<file path="src/rtl/breath_duty_gen.sv">
// Breathing duty-cycle generator: ramps duty up, holds at peak, ramps down,
// holds at trough and repeats, with enable/pause control and update strobes.
module breath_duty_gen #(
  parameter int DUTY_W     = 8,
  parameter int PRESC      = 1000,
  parameter int STEP       = 1,
  parameter int HOLD_STEPS = 16
) (
  input  logic              clk,
  input  logic              rst,
  input  logic              en_i,
  input  logic              pause_i,
  output logic [DUTY_W-1:0] duty_o,
  output logic              duty_vld_o,
  output logic [2:0]        state_o,
  output logic              cycle_done_o
);

  localparam int PRESC_W     = $clog2(PRESC);
  localparam int HOLD_W      = $clog2(HOLD_STEPS + 2);
  localparam int HOLD_LAST_I = (HOLD_STEPS > 0) ? HOLD_STEPS - 1 : 0;

  localparam logic [DUTY_W-1:0]  MAX        = '1;
  localparam logic [DUTY_W-1:0]  STEP_V     = DUTY_W'(STEP);
  localparam logic [DUTY_W:0]    STEP_EXT   = (DUTY_W+1)'(STEP);
  localparam logic [PRESC_W-1:0] PRESC_LAST = PRESC_W'(PRESC - 1);
  localparam logic [HOLD_W-1:0]  HOLD_LAST  = HOLD_W'(HOLD_LAST_I);

  typedef enum logic [2:0] {
    IDLE    = 3'd0,
    RAMP_UP = 3'd1,
    HOLD_HI = 3'd2,
    RAMP_DN = 3'd3,
    HOLD_LO = 3'd4
  } state_e;

  state_e              state_q;
  logic [DUTY_W-1:0]   duty_q;
  logic [PRESC_W-1:0]  presc_q;
  logic [HOLD_W-1:0]   hold_q;
  logic                vld_q;
  logic                done_q;

  logic                tick;
  logic                hold_end;
  logic [DUTY_W:0]     duty_sum;
  logic [DUTY_W-1:0]   duty_up_d;
  logic [DUTY_W-1:0]   duty_dn_d;

  assign tick     = (presc_q == PRESC_LAST);
  assign hold_end = (hold_q == HOLD_LAST);

  // One extra bit on the sum so a non-dividing STEP saturates at MAX instead of wrapping
  assign duty_sum  = {1'b0, duty_q} + STEP_EXT;
  assign duty_up_d = (duty_sum >= {1'b0, MAX}) ? MAX : duty_sum[DUTY_W-1:0];
  assign duty_dn_d = (duty_q > STEP_V) ? (duty_q - STEP_V) : '0;

  always_ff @(posedge clk or negedge rst) begin
    if (!rst) begin
      state_q <= IDLE;
      duty_q  <= '0;
      presc_q <= '0;
      hold_q  <= '0;
      vld_q   <= 1'b0;
      done_q  <= 1'b0;
    end else begin
      vld_q  <= 1'b0;
      done_q <= 1'b0;
      if (state_q == IDLE) begin
        duty_q  <= '0;
        presc_q <= '0;
        hold_q  <= '0;
        if (en_i) begin
          state_q <= RAMP_UP;
        end
      end else if (!en_i) begin
        // Disable wins over pause and over a tick landing on the same edge
        state_q <= IDLE;
        duty_q  <= '0;
        presc_q <= '0;
        hold_q  <= '0;
      end else if (!pause_i) begin
        presc_q <= tick ? '0 : presc_q + 1'b1;
        if (tick) begin
          unique case (state_q)
            RAMP_UP: begin
              duty_q <= duty_up_d;
              vld_q  <= 1'b1;
              if (duty_up_d == MAX) begin
                state_q <= (HOLD_STEPS == 0) ? RAMP_DN : HOLD_HI;
              end
            end
            HOLD_HI: begin
              if (hold_end) begin
                hold_q  <= '0;
                state_q <= RAMP_DN;
              end else begin
                hold_q <= hold_q + 1'b1;
              end
            end
            RAMP_DN: begin
              duty_q <= duty_dn_d;
              vld_q  <= 1'b1;
              if (duty_dn_d == '0) begin
                if (HOLD_STEPS == 0) begin
                  state_q <= RAMP_UP;
                  done_q  <= 1'b1;
                end else begin
                  state_q <= HOLD_LO;
                end
              end
            end
            HOLD_LO: begin
              if (hold_end) begin
                hold_q  <= '0;
                state_q <= RAMP_UP;
                done_q  <= 1'b1;
              end else begin
                hold_q <= hold_q + 1'b1;
              end
            end
            default: begin
              state_q <= IDLE;
            end
          endcase
        end
      end
    end
  end

  assign duty_o       = duty_q;
  assign duty_vld_o   = vld_q;
  assign state_o      = state_q;
  assign cycle_done_o = done_q;

endmodule

</file>
<file path="config.mk">
export PLATFORM = sky130hd
export DESIGN_NAME = breath_duty_gen
export DESIGN_NICKNAME = d
export VERILOG_FILES = /design/src/rtl/breath_duty_gen.sv
export SDC_FILE = /design/constraint.sdc
export NUM_CORES = 1
export LEC_CHECK = 0
export CAP_MARGIN = 20
export CORE_MARGIN = 4
export CORE_UTILIZATION = 52
export DETAILED_ROUTE_END_ITERATION = 7
export GPL_TIMING_DRIVEN = 0
export HOLD_SLACK_MARGIN = 0.1
export PLACE_DENSITY = 0.86
export SLEW_MARGIN = 15
export SYNTH_ARGS = -nofsm -noshare
export SYNTH_HDL_FRONTEND = slang
export SYNTH_SLANG_ARGS = --single-unit
</file>
<file path="constraint.sdc">
create_clock -name clk -period 2.2 [get_ports clk]
set_clock_uncertainty 0.2 [all_clocks]
set_input_delay 0.66 -clock clk [delete_from_list [all_inputs] [get_ports clk]]
set_output_delay 0.66 -clock clk [all_outputs]
set_load 0.005 [all_outputs]
</file>
==> metrics.yaml <==
outcome:
  outcome: "finished, violations left"
  violations: "negative setup slack"
sta:
  fmax_mhz: 435
  worstMarginPinSlew_ns: 0.639
  finalWorstSetupSlack_ns: -0.0967
  drv_slew: 0
  slew_headroom_pct: 57.4
  tns_ns: -0.495
  hold_violations: 0
  period_needed_ns: 2.30
  rsz0062_at_grt: "yes"
  finalSetupViolCount: 9
  period_share_pct: 104
cells_and_area:
  design_area_sq_um: 2770
  ff_latch_area_sq_um: 707
  multiInputGateArea_sq_um: 1480
  drive_gt1_share_pct: 30.0
  area_growth_pct: 36.9
  num_antenna_cells: 0
  stdcell_count: 331
  num-nets-final: 294
  fillers: 250
setup_path:
  reg2reg_depth: 5
  rrSetupSlack_ns: -0.1
  critPathLaunchType: "flop"
  regToRegStartpoint: "duty_o[3]"
  end_kind: "flop"
  worstSetupPathType: "reg -> reg"
  r2r_end: "duty_o[5]"
  cp_data_required_time_ns: 2.20
  arrival_ns: 2.29
  cp_max_fo: 5
grt:
  grtUsageMet2_pct: 35.1
  antenna_found_initial: 0
  grtUsageMet3_pct: 3.31
  grt_start_max_net_pins: 29
  grt_pass1_wl_um: 9470
  grt_pass1_vias: 1956
  busiest_layer: "met2"
  use_met1_pct: 32.8
  grt_use_total_pct: 23.2
  overflow: 0
detailed_routing:
  drc: 0
  num_vias: 2251
  wl_per_cell_um: 19.5
  routed_wl_um: 6470
  drt_iter0_markers: 311
  first_pass_iters: 5
  ant_nets: 0
  via_per_inst: 6.80
placed_design:
  preCtsSetupSlack_ns: -0.652
  place_congestion: 0.914
  dpl.hpwl_um: 3450
  numPortBuffers: 16
  placed_area_sq_um: 2260
  dp_cells: 307
clock_tree:
  cts_max_path_buffers: 2
  cts_root_buf: "clkbuf_8"
  holdBufCountCts: 0
  path_clk_slew_ns: 0.11
  cts.sinks: 28
  clk_latency_ns: 0.29
  numCtsBuffers: 3
  htree_levels: 1
  tritoncts: "done"
synthesis:
  syn_inst: 243
  ys_seq_area_share_pct: 34.6
  synthFlopType: "dfrtp_1"
  synth-seq-cells: 28
  synth_edf_count: 0
  yosys_warnings: 0
  synth_area_sq_um: 2020
  synth_nets: 253
  async_flop_share_pct: 100
  avgSynthCellArea_sq_um: 8.33
  yosysUniqueCellTypes: 53
floorplan:
  die_x_um: 70.4
  ioPinCount: 17
  rows: 22
  dieArea_sq_um: 4950
  core_area_sq_um: 3720
  start_util_pct: 54.4
  die_y_um: 70.4
power_and_ir_drop:
  p_per_area_nw_per_um2: 365
  power_mw: 1.01
  power.leakage_nw: 1.13
  vdd_drop_max_mv: 0.258
worst_hold_path:
  worstHoldPathType: "in -> async"
run:
  cap_violations: 0
==> cell type report <==
cell class | count | share of cell area [%]
buffer | 14 | 3.57
clock buffer | 3 | 1.49
clock inverter | 1 | 1.08
inverter | 6 | 0.813
multi-input combinational | 192 | 53.5
sequential | 28 | 25.5
tap | 48 | 2.17
timing repair buffer | 39 | 11.8
==> synth_stat cells, types with 2 or more instances <==
master | number | area (sq um)
nand4b_1 | 3 | 26.3
o21ai_0 | 25 | 125
and4_1 | 3 | 26.3
and3_1 | 4 | 25.0
buf_2 | 2 | 10.0
or4_4 | 2 | 22.5
nand2_1 | 21 | 78.8
nor4_1 | 6 | 37.5
nor4b_1 | 2 | 17.5
nor3_1 | 6 | 30.0
inv_1 | 6 | 22.5
dfrtp_1 | 28 | 701
a21o_1 | 3 | 22.5
nand3_1 | 12 | 60.1
and3b_1 | 2 | 17.5
o31ai_1 | 4 | 30.0
clkbuf_1 | 12 | 45.0
o31a_1 | 5 | 43.8
buf_1 | 2 | 7.51
a31oi_1 | 3 | 18.8
nand3b_1 | 3 | 22.5
nand4_1 | 7 | 43.8
xnor2_1 | 10 | 87.6
ha_1 | 6 | 75.1
or3_1 | 5 | 31.3
a21oi_1 | 9 | 45.0
nor2b_1 | 6 | 37.5
nor2_1 | 17 | 63.8
and2_1 | 4 | 25.0
a221oi_1 | 2 | 17.5
==> cells in the final DEF (no fill, tap or decap), drive strengths merged, types with 4 or more instances in the layout <==
cell / netlist / final
a21oi: 9 / 9
buf: 5 / 29
o31a: 5 / 5
and2: 5 / 5
o31ai: 4 / 4
nand3: 13 / 13
or3: 5 / 5
nand4: 7 / 7
nor2: 17 / 17
dfrtp: 28 / 28
nor3: 6 / 6
clkdlybuf4s50: 0 / 12
clkbuf: 12 / 13
o21ai: 25 / 25
inv: 6 / 6
nor4: 7 / 7
and3: 4 / 4
ha: 6 / 6
nand2: 21 / 21
nor2b: 6 / 6
xnor2: 10 / 10
==> registers in the layout (all words and copies together), names as in the netlist <==
name / flops
hold_q: 5
cycle_done_o: 1
state_o: 3
duty_o: 8
duty_vld_o: 1
presc_q: 10
==> what timing repair did <==
| action | CTS | global route |
|---|---|---|
| setup endpoints to repair | 27 | 17 |
| buffers inserted | 16 | 7 |
| cloned | 0 | 0 |
| gates resized for setup | 41 | 40 |
| pin swaps | 8 | 12 |
==> metrics by stage <==
stage	hold WS (ns)	util, %
5_1_grt	0.225	74.5
3_5_place_dp	0.306	60.9
3_3_place_gp	0.287	61.1
4_1_cts	0.206	70.1
2_1_floorplan	0.164	-
6_report	0.170	74.5
==> cells by family (layout without fill, tap and decap cells) <==
group / after synthesis / after routing / synth area share (%)
and+or+nand+nor: 111 / 111 / 31.4
AOI/OAI and AO/OA: 63 / 63 / 20.3
DFF: 28 / 28 / 34.6
buffers and inverters: 23 / 63 / 4.58
xor gates and xnor gates: 11 / 11 / 4.76
adders and majority gates: 6 / 6 / 3.71
muxes: 1 / 1 / 0.557
==> critical path, stage by stage, from the launching register on <==
cell      delay [ns]
dfrtp_2         0.47
or4_4           0.61
or4_4           0.56
o21ai_2         0.10
a221oi_2        0.09
a21o_1          0.18
==> how the worst max path moves through the flow <==
stage	endpoint	startpoint	cells past startpoint
floorplan	state_o[2]	duty_o[0]	8
global placement	duty_o[0]	en_i	5
detailed placement	hold_q[3]	pause_i	7
CTS	duty_o[7]	duty_o[3]	5
global route	duty_o[3]	duty_o[3]	5
finish	duty_o[5]	duty_o[3]	5
==> metal layers <==
| layer | share of wire, % | vias up |
|---|---|---|
| met5 | 0 | - |
| met4 | 4.3 | 0 |
| met3 | 7.7 | 37 |
| met2 | 47 | 144 |
| met1 | 41 | 1078 |
| li1 | - | 992 |
==> report_power, final <==
group          internal (mW)  total, mW  switching, mW
registers              0.517      0.520        0.00334
clock network          0.244      0.428          0.183
logic                 0.0201     0.0628         0.0427
total                  0.781       1.01          0.229
No activity file was read; power rests on OpenSTA's default activity.
